[config.mk]
export PLATFORM = sky130hd
export DESIGN_NAME = prog_freq_divider
export DESIGN_NICKNAME = d
export VERILOG_FILES = /design/src/rtl/prog_freq_divider.sv
export SDC_FILE = /design/constraint.sdc
export NUM_CORES = 1
export LEC_CHECK = 0
export CAP_MARGIN = 5
export CORE_UTILIZATION = 35
export DETAILED_ROUTE_END_ITERATION = 12
export SYNTH_ARGS = -nofsm -noshare
export SYNTH_HDL_FRONTEND = slang
export SYNTH_SLANG_ARGS = --single-unit
[constraint.sdc]
create_clock -name clk_in -period 9.2 [get_ports clk_in]
set_input_delay 2.3 -clock clk_in [delete_from_list [all_inputs] [get_ports clk_in]]
set_output_delay 2.3 -clock clk_in [all_outputs]
set_load 0.01 [all_outputs]
[src/rtl/prog_freq_divider.sv]
// Runtime-programmable clock divider: programmable period and high time,
// shadowed reconfiguration applied only at period boundaries or while idle.

module prog_freq_divider #(
   parameter int WIDTH        = 26,
   parameter int DEFAULT_DIV  = 2700000,
   parameter int DEFAULT_HIGH = 1350000
) (
   input  logic             clk_in,
   input  logic             reset_n,
   input  logic             enable,
   input  logic             load,
   input  logic [WIDTH-1:0] div_in,
   input  logic [WIDTH-1:0] high_in,
   output logic             clk_out,
   output logic             tick,
   output logic [WIDTH-1:0] count,
   output logic             cfg_pending
);

   localparam logic [WIDTH-1:0] ONE      = WIDTH'(32'd1);
   localparam logic [WIDTH-1:0] TWO      = WIDTH'(32'd2);
   localparam logic [WIDTH-1:0] RST_DIV  = (DEFAULT_DIV < 32'sd2) ? TWO : WIDTH'(DEFAULT_DIV);
   localparam logic [WIDTH-1:0] RST_HIGH = WIDTH'(DEFAULT_HIGH);

   // Periods shorter than two cycles cannot form a wrap plus a high/low phase.
   function automatic logic [WIDTH-1:0] clamp_div(input logic [WIDTH-1:0] d);
      logic [WIDTH-1:0] r;
      if (d < TWO) begin
         r = TWO;
      end else begin
         r = d;
      end
      return r;
   endfunction

   logic [WIDTH-1:0] count_r;
   logic [WIDTH-1:0] div_r;
   logic [WIDTH-1:0] high_r;
   logic [WIDTH-1:0] shadow_div_r;
   logic [WIDTH-1:0] shadow_high_r;
   logic             clk_out_r;
   logic             tick_r;
   logic             cfg_pending_r;

   logic [WIDTH-1:0] count_s;
   logic [WIDTH-1:0] div_s;
   logic [WIDTH-1:0] high_s;
   logic [WIDTH-1:0] shadow_div_s;
   logic [WIDTH-1:0] shadow_high_s;
   logic             clk_out_s;
   logic             tick_s;
   logic             cfg_pending_s;
   logic [WIDTH-1:0] last_s;
   logic [WIDTH-1:0] load_div_s;
   logic             wrap_s;

   // Next-state logic for the phase counter, active and shadow configuration.
   always_comb begin
      count_s       = count_r;
      div_s         = div_r;
      high_s        = high_r;
      shadow_div_s  = shadow_div_r;
      shadow_high_s = shadow_high_r;
      clk_out_s     = 1'b0;
      tick_s        = 1'b0;
      cfg_pending_s = cfg_pending_r;
      // div_r is never below 2, so this cannot underflow.
      last_s        = div_r - ONE;
      load_div_s    = clamp_div(div_in);
      wrap_s        = enable && (count_r >= last_s);

      if (!enable) begin
         count_s   = '0;
         clk_out_s = 1'b0;
         tick_s    = 1'b0;
         if (cfg_pending_r) begin
            div_s         = shadow_div_r;
            high_s        = shadow_high_r;
            cfg_pending_s = 1'b0;
         end else begin
            cfg_pending_s = 1'b0;
         end
         // A load seen while idle lands on the following idle cycle.
         if (load) begin
            shadow_div_s  = load_div_s;
            shadow_high_s = high_in;
            cfg_pending_s = 1'b1;
         end else begin
            shadow_div_s  = shadow_div_r;
         end
      end else begin
         clk_out_s = (count_r < high_r);
         if (wrap_s) begin
            count_s = '0;
            tick_s  = 1'b1;
            if (load) begin
               div_s         = load_div_s;
               high_s        = high_in;
               shadow_div_s  = load_div_s;
               shadow_high_s = high_in;
               cfg_pending_s = 1'b0;
            end else if (cfg_pending_r) begin
               div_s         = shadow_div_r;
               high_s        = shadow_high_r;
               cfg_pending_s = 1'b0;
            end else begin
               cfg_pending_s = 1'b0;
            end
         end else begin
            count_s = count_r + ONE;
            tick_s  = 1'b0;
            if (load) begin
               shadow_div_s  = load_div_s;
               shadow_high_s = high_in;
               cfg_pending_s = 1'b1;
            end else begin
               cfg_pending_s = cfg_pending_r;
            end
         end
      end
   end

   // State and output registers with asynchronous active-low reset.
   always_ff @(posedge clk_in or negedge reset_n) begin
      if (!reset_n) begin
         count_r       <= '0;
         div_r         <= RST_DIV;
         high_r        <= RST_HIGH;
         shadow_div_r  <= RST_DIV;
         shadow_high_r <= RST_HIGH;
         clk_out_r     <= 1'b0;
         tick_r        <= 1'b0;
         cfg_pending_r <= 1'b0;
      end else begin
         count_r       <= count_s;
         div_r         <= div_s;
         high_r        <= high_s;
         shadow_div_r  <= shadow_div_s;
         shadow_high_r <= shadow_high_s;
         clk_out_r     <= clk_out_s;
         tick_r        <= tick_s;
         cfg_pending_r <= cfg_pending_s;
      end
   end

   assign count       = count_r;
   assign clk_out     = clk_out_r;
   assign tick        = tick_r;
   assign cfg_pending = cfg_pending_r;

   prog_freq_divider_chk #(.WIDTH(WIDTH)) u_chk (
      .clk_in  (clk_in),
      .reset_n (reset_n),
      .count   (count_r),
      .div     (div_r),
      .tick    (tick_r)
   );

endmodule

// Invariants of the divider state, kept apart from the datapath.
module prog_freq_divider_chk #(
   parameter int WIDTH = 26
) (
   input logic             clk_in,
   input logic             reset_n,
   input logic [WIDTH-1:0] count,
   input logic [WIDTH-1:0] div,
   input logic             tick
);

   a_count_in_range : assert property (@(posedge clk_in) disable iff (!reset_n) count < div);
   a_div_min        : assert property (@(posedge clk_in) disable iff (!reset_n) div >= WIDTH'(32'd2));
   a_tick_at_zero   : assert property (@(posedge clk_in) disable iff (!reset_n) tick |-> (count == '0));

endmodule
==> reports/results.ini, run 1 <==
[drt]
vias = 5680
drc = 0
ant_nets = 0
wl_um = 19390
first_pass_iters = 4
wl_per_cell_um = 18.29
drt_iter0_drc = 411
vias_per_cell = 5.358

[power]
power_density_mw_per_mm2 = 186.0
peakVddDrop_mv = 0.1057
total_power_uw = 1734
leakagePower_uw = 0.004183

[worst_setup_path]
critPathMaxStageDelay_ns = 0.51
path_max_fanout = 52
slowest_stage = or4_1
crit_path_end_kind = flip-flop
worstSetupPathType = reg -> reg
critPathArrivalTime_ns = 5.72
cp_top_family = simple AND/OR/NAND/NOR gates
crit_path_start_kind = flip-flop
cp_num_buf_inv = 2
path_cells = or3_1, or3_4, or4_1, or3_1, nor3_2, xnor2_1, ha_1, a21o_1, a21o_1, a211o_1, or3_2, buf_4, nand2_1, buf_4, o22ai_1, a22oi_1
required_ns = 9.52

[synthesis]
synth.top_cell.area_share = 0.3201
yosysTopAreaCell = dfrtp_1
syn_area_per_cell_sq_um = 10.80
syn-cell-area_sq_mm = 0.007584
synth.distinct_cells = 44
ys_warn_count = 0
synth_edf_count = 0
synthCells = 702
ys.flop_type = dfrtp_1
syn_nets = 811
synth.most_common_cell = dfrtp_1
synthTopCellsByCount = 97 x dfrtp_1, 55 x mux2i_1, 53 x ha_1
ys_seq_area_frac = 0.4448
ys_ff_latch = 133
yosys-top-cells-area = dfrtp_1 32%, dfstp_2 12%, ha_1 8.7%
async_flop_share = 1.000

[grt]
grt_max_degree = 74
grt_pass1_vias = 5732
track_usage = 0.1887
grt_overflow_total = 0
grt_pass1_wl_um = 32220
antenna_found_initial = 0

[floorplanning]
core_sq_mm = 0.02115
die_h_um = 149.2
io-pin-count = 85
dieArea_sq_mm = 0.02226
row_count = 53
die_w_um = 149.2
initial_core_util = 0.3585

[timing]
max_freq_ghz = 0.1854
timing.final.crit_share = 0.5861
finalCriticalPeriod_ns = 5.392
layout_setup_ws_ns = 3.808
finClkSkew_ns = 0.006667
finalHoldViolCount = 0
max_slew.worst_pin.slew_ns = 0.9246
grt_setup_unrepaired = false
slew_violations = 0
max_slew_margin = 0.3836
setup_viol = 0
finalSetupTns_ns = 0

[cts]
h-tree-depth = 4
cts_resized = 0
cts_tree = yes
insertion_delay_ns = 0.42
cts_made_buffers = 17
clock-sinks = 133
clk_pin_slew_ns = 0.06
cts_hold_buffers = 0
postCtsSetupRepairBufs = 0
cts_root_buffer = clkbuf_16
clockBufferDepth = 2

[layout]
final_nets = 881
multiInputGateArea_sq_mm = 0.003955
regArea_sq_mm = 0.003374
area_growth_syn_to_layout_pct = 22.92
drive_gt1_frac = 0.1745
diodes = 0
fillers = 2019

[job]
timing.max_cap.violations = 0

[placed_design]
place_ws_ns = 3.835
portBuffers = 84
gp_congestion = 0.8484
post-dp-hpwl_um = 13460

[run_status]
status = complete, no violations

[hold_path]
min_path_type = reg -> reg

[final timing paths]
path,startpoint,to,slack [ns],depth (start not counted)
max,div_r[10]$_DFFE_PN0P_,div_r[18]$_DFFE_PN0P_,3.81,16
min,shadow_div_r[23]$_DFFE_PN0P_,shadow_div_r[23]$_DFFE_PN0P_,0.51,1
max reg2reg,div_r[10]$_DFFE_PN0P_,div_r[18]$_DFFE_PN0P_,3.81,16
min reg2reg,shadow_div_r[23]$_DFFE_PN0P_,shadow_div_r[23]$_DFFE_PN0P_,0.51,1
max in group asynchronous,reset_n,div_r[10]$_DFFE_PN0P_,6.02,2
min in group asynchronous,reset_n,shadow_div_r[11]$_DFFE_PN0P_,1.85,1
[state kept, by name, summed over array words and instances (netlist names)]
signal	cells
cfg_pending	1
clk_out	1
count	26
div_r	26
high_r	26
shadow_div_r	26
shadow_high_r	26
tick	1
[per-stage QoR]
step | util | area, sq um | instances | hold WS, ns
6_report | 0.4406 | 9321 | 1060 | 0.5096
5_1_grt | 0.4406 | 9321 | 1060 | 0.5251
4_1_cts | 0.4406 | 9321 | 1060 | 0.5128
3_5_place_dp | 0.4097 | 8667 | 1028 | 0.4978
3_3_place_gp | 0.4097 | 8667 | 1028 | 0.4923
2_1_floorplan | - | 7584 | 702 | 0.4805
[cells by family (layout without fill, tap and decap cells)]
kind of cell,Yosys count,count (layout),share of synthesized area
xor gates and xnor gates,45,45,0.05197
buffers and inverters,69,152,0.03531
and+or+nand+nor,143,143,0.09883
AOI/OAI and AO/OA,154,154,0.1348
adders and majority gates,53,53,0.08744
DFF,133,133,0.4448
muxes,105,105,0.1468
[power by group]
group / internal [uW] / switching [uW]
combinational: 134 / 118
clock: 483 / 276
sequential: 661 / 61.9
[layout by cell type, fill, tap and decap left out, types with 6 or more instances in the layout]
| master | Yosys | final |
|---|---|---|
| clkbuf_16 | 0 | 17 |
| a21oi_1 | 20 | 20 |
| nor3_1 | 8 | 8 |
| clkdlybuf4s50_1 | 0 | 81 |
| dfrtp_1 | 97 | 96 |
| or3_1 | 8 | 7 |
| nand4_1 | 12 | 12 |
| mux2i_1 | 55 | 55 |
| and3_1 | 6 | 6 |
| nand3_1 | 12 | 12 |
| o22ai_1 | 50 | 50 |
| nor2_1 | 42 | 42 |
| nand2_1 | 23 | 23 |
| dfstp_2 | 36 | 36 |
| nor4_1 | 12 | 12 |
| buf_4 | 0 | 7 |
| inv_1 | 29 | 29 |
| xor2_1 | 20 | 20 |
| mux2_2 | 50 | 50 |
| a21o_1 | 15 | 15 |
| ha_1 | 53 | 53 |
| a22oi_1 | 50 | 50 |
| o21ai_0 | 10 | 9 |
| xnor2_1 | 25 | 25 |
[per-layer routing]
metal	track usage	share of wire	wire length, um	vias to the layer above
met5	0	0	0	-
met4	0.06071	0.010	199	0
met3	0.03180	0.036	698	14
met2	0.2849	0.45	8717	120
met1	0.2723	0.50	9774	2811
li1	-	-	-	2735
[layout make-up]
type,instances,share of cell area
multi-input cells,500,0.4243
flip-flops and latches,133,0.3620
repair buffers,91,0.09490
clock buffers,17,0.04564
well taps,275,0.03691
clock inverters,15,0.02456
inverters,29,0.01168
Power figures use the tool's default switching activity.
==> inputs of run 2 (changes only) <==
Clock period 9.2 ns to 4.6 ns, I/O delays scaled along.
==> reports/results.ini, run 2 (same netlist as run 1, synthesis figures left out) <==
[worst_setup_path]
crit_path_end_kind = flip-flop
crit_path_start_kind = flip-flop
worstSetupPathType = reg -> reg
critPathArrivalTime_ns = 4.73
required_ns = 4.93
path_max_fanout = 25

[floorplanning]
initial_core_util = 0.3585
die_h_um = 149.2
die_w_um = 149.2
io-pin-count = 85
dieArea_sq_mm = 0.02226
core_sq_mm = 0.02115
row_count = 53

[drt]
drc = 0
wl_per_cell_um = 18.39
first_pass_iters = 6
vias_per_cell = 5.373
vias = 5776
wl_um = 19770
ant_nets = 0
drt_iter0_drc = 342

[cts]
clock-sinks = 133
cts_root_buffer = clkbuf_16
postCtsSetupRepairBufs = 0
cts_resized = 0
clockBufferDepth = 2
cts_hold_buffers = 0
cts_tree = yes
insertion_delay_ns = 0.42
clk_pin_slew_ns = 0.06
h-tree-depth = 4
cts_made_buffers = 17

[placed_design]
place_inst = 1041
post-dp-hpwl_um = 13480
portBuffers = 84
gp_congestion = 0.8232

[power]
leakagePower_uw = 0.004300
peakVddDrop_mv = 0.2607
power_density_mw_per_mm2 = 361.6

[layout]
regArea_sq_mm = 0.003374
layout.cells.most_common_list = 96 x dfrtp_1, 81 x clkdlybuf4s50_1, 55 x mux2i_1, 53 x ha_1
diodes = 0
fillers = 1984
final_nets = 896
area_growth_syn_to_layout_pct = 25.56
stdcell_count = 1075
final_common_cell = dfrtp_1
drive_gt1_frac = 0.1913
multiInputGateArea_sq_mm = 0.003973

[timing]
finalSetupTns_ns = 0
slew_violations = 0
max_freq_ghz = 0.2273
max_slew_margin = 0.3634
timing.final.crit_share = 0.9565
max_slew.worst_pin.slew_ns = 0.9548
setup_viol = 0
finalHoldViolCount = 0
finClkSkew_ns = 0.009831
grt_setup_unrepaired = false
finalCriticalPeriod_ns = 4.400

[job]
timing.max_cap.violations = 0

[grt]
grt_pass1_wl_um = 31180
grt_overflow_total = 0
grt_max_degree = 76
track_usage = 0.1835
antenna_found_initial = 0
grt_pass1_vias = 5648

[run_status]
status = complete, no violations

[hold_path]
min_path_type = reg -> reg

[run 2: cell types whose count changed in the layout (fill, tap and decap cells not counted), sizes merged]
cell      before  now
buf           10   23
bufinv         5    4
clkbuf        17   24
clkinv         5    4
clkinvlp       3    1
inv           31   30
[run 2: cell type report]
cell class              count  area share
multi-input cells         500      0.4172
clock inverters            10     0.01761
inverters                  29     0.01143
flip-flops and latches    133      0.3544
well taps                 275     0.03614
repair buffers            106      0.1124
clock buffers              22     0.05085
[run 2: worst max-delay path, stage by stage (launching register included)]
cell	delay [ns]
dfstp_2	0.36
or3_1	0.38
or3_4	0.35
or4_1	0.43
or3_4	0.39
buf_4	0.17
nor3_4	0.17
xnor2_1	0.15
ha_1	0.27
nand4_1	0.13
a21oi_1	0.07
a211o_1	0.29
or3_4	0.45
nand2_2	0.18
clkbuf_16	0.25
o22ai_1	0.11
a22oi_1	0.16
[run 2: metrics by stage]
step	hold slack (ns)	instance area (sq um)	total power (uW)	utilization	setup WS [ns]
after floorplan	0.4805	7584	1767	-	0.1160
after global placement	0.4925	8802	1964	0.4161	0.1185
after detailed placement	0.4955	8802	1977	0.4161	0.09242
after CTS	0.5080	9454	3468	0.4469	0.03981
after global routing	0.5200	9522	3601	0.4501	0.03326
final	0.5086	9522	3443	0.4501	0.1999
[run 2: worst paths after layout]
path	start	endpoint	slack [ns]	cells after the start
min	shadow_div_r[18]$_DFFE_PN0P_	shadow_div_r[18]$_DFFE_PN0P_	0.51	1
max	div_r[9]$_DFFE_PN1P_	high_r[24]$_DFFE_PN0P_	0.20	16
max reg2reg	div_r[9]$_DFFE_PN1P_	high_r[24]$_DFFE_PN0P_	0.20	16
max in group asynchronous	reset_n	high_r[8]$_DFFE_PN1P_	2.90	2
min in group asynchronous	reset_n	shadow_div_r[15]$_DFFE_PN0P_	0.75	1
min reg2reg	shadow_div_r[18]$_DFFE_PN0P_	shadow_div_r[18]$_DFFE_PN0P_	0.51	1
[run 2: power by group]
part | total, uW | switching (uW) | leakage (uW) | internal, uW
registers | 1440 | 116 | 0.00155 | 1320
clock network | 1480 | 516 | 0.000317 | 968
logic | 521 | 244 | 0.00244 | 276
[run 2: per-layer routing]
metal	routed length (um)	vias up	GRT usage
met1	9881	2837	0.2665
met5	0	-	0
met3	753	14	0.03609
met2	8908	139	0.2735
met4	223	0	0.05459
li1	-	2786	-
==> inputs of run 3 (changes only) <==
Settings changed: CORE_UTILIZATION 35 to 52, PLACE_DENSITY set to 0.76.
==> reports/results.ini, run 3 (same netlist as run 1, synthesis figures left out) <==
[run_status]
status = complete, no violations

[grt]
grt_pass1_wl_um = 32290
grt_max_degree = 53
grt_overflow_total = 0
track_usage = 0.2830
antenna_found_initial = 0
grt_pass1_vias = 6328

[cts]
clock-sinks = 133
cts_made_buffers = 17
cts_root_buffer = clkbuf_16
clk_pin_slew_ns = 0.06
cts_hold_buffers = 0
clockBufferDepth = 2
h-tree-depth = 4
cts_tree = yes
insertion_delay_ns = 0.43

[timing]
slew_violations = 0
finClkSkew_ns = 0.01150
whs_ns = 0.5056
finalHoldViolCount = 0
max_slew_margin = 0.3789
setup_viol = 0
max_freq_ghz = 0.2266
finalCriticalPeriod_ns = 4.414
grt_setup_unrepaired = false
finalSetupTns_ns = 0
timing.final.crit_share = 0.9595
max_slew.worst_pin.slew_ns = 0.9317

[worst_setup_path]
critPathMaxStageDelay_ns = 0.43
critPathArrivalTime_ns = 4.74
required_ns = 4.93
slowest_stage = or4_1
path_cells = or3_1, or3_4, or4_1, or3_4, nor3_2, xnor2_1, ha_1, a21o_1, a21o_1, a211o_1, or3_4, nand2_2, buf_12, o22ai_1, a22oi_1
worstSetupPathType = reg -> reg
worst_path_most_repeated_cell = or3_4
rr_worst_depth = 15
crit_path_end_kind = flip-flop
crit_path_start_kind = flip-flop
path_max_fanout = 25
cp-startpoint = div_r[9]$_DFFE_PN1P_
rr_endpoint = div_r[14]$_DFFE_PN0P_
r2r_slack_ns = 0.19
r2r_start = div_r[9]$_DFFE_PN1P_

[drt]
drc = 0
first_pass_iters = 5
drt_iter0_drc = 534
ant_nets = 0
vias_per_cell = 6.336
vias = 6197
wl_um = 20000
wl_per_cell_um = 20.45

[layout]
post-route-util = 0.6665
final_nets = 894
final_area_sq_mm = 0.009359
layout.cells.most_common_list = 96 x dfrtp_1, 81 x clkdlybuf4s50_1, 55 x mux2i_1, 53 x ha_1
diodes = 0
drive_gt1_frac = 0.1855
final_common_cell = dfrtp_1
area_growth_syn_to_layout_pct = 23.41

[job]
timing.max_cap.violations = 0

[hold_path]
whs_endpoint = shadow_high_r[25]$_DFFE_PN0P_
whs_path_depth = 1
min_path_type = reg -> reg
hp-start = shadow_high_r[25]$_DFFE_PN0P_

[placed_design]
gp_congestion = 0.9268
placed_area_sq_mm = 0.008646
post-dp-hpwl_um = 13590
portBuffers = 84

[power]
peakVddDrop_mv = 0.2879
leakagePower_uw = 0.004277
total_power_uw = 3528
power_density_mw_per_mm2 = 377.0

[floorplanning]
die_w_um = 122.8
io-pin-count = 85
die_h_um = 122.8
initial_core_util = 0.5401
row_count = 43
dieArea_sq_mm = 0.01507
core_sq_mm = 0.01404

## run 3: final cells by class
type / instances / area (sq um)
fill: 1027 / 4683
multi-input combinational: 500 / 3966
sequential: 133 / 3374
timing repair buffer: 104 / 1008
clock buffer: 24 / 481.7
tap: 180 / 225.2
clock inverter: 8 / 193.9
inverter: 29 / 108.9
## run 3: how the worst max path moves through the flow
| stage | endpoint | cells after the start |
|---|---|---|
| after detailed placement | div_r[5]$_DFFE_PN1P_ | 15 |
| after global routing | high_r[16]$_DFFE_PN0P_ | 15 |
| after CTS | div_r[14]$_DFFE_PN0P_ | 15 |
| after floorplan | div_r[12]$_DFFE_PN1P_ | 18 |
| final | div_r[14]$_DFFE_PN0P_ | 15 |
| after global placement | div_r[25]$_DFFE_PN0P_ | 15 |
## run 3: worst max-delay path, delay by kind of cell (launching register included)
kind | cells | cell delay [ns]
AO/OA/AOI/OAI | 5 | 0.94
XOR/XNOR | 1 | 0.15
adder cells (fa/ha/maj) | 1 | 0.27
buffers and inverters | 1 | 0.22
flip-flops | 1 | 0.36
AND/OR/NAND/NOR | 7 | 2.36
## run 3: where the power goes
| group | total, uW | switching, uW | leakage (uW) | internal, uW |
|---|---|---|---|---|
| clock network | 1560 | 497 | 0.000329 | 1060 |
| logic | 528 | 252 | 0.00240 | 276 |
| registers | 1440 | 120 | 0.00155 | 1320 |
## run 3: timing repair
| action | in CTS | in global routing |
|---|---|---|
| buffers inserted | 0 | 0 |
| setup endpoints to repair | 2 | 35 |
| resized for setup | 1 | 2 |
| cloned | 0 | 1 |
## run 3: routing by layer
| metal | vias to the layer above | share of wire | track usage |
|---|---|---|---|
| li1 | 2778 | - | - |
| met1 | 3132 | 0.41 | 0.3622 |
| met2 | 245 | 0.49 | 0.4596 |
| met3 | 42 | 0.076 | 0.07249 |
| met4 | 0 | 0.023 | 0.1067 |
| met5 | - | 0 | 0 |
## run 3: metrics by stage
stage / std cells / setup WS, ns
floorplan: 702 / 0.1160
global placement: 945 / 0.1993
detailed placement: 945 / 0.02713
CTS: 977 / 0.09941
global route: 978 / 0.007003
finish: 978 / 0.1864
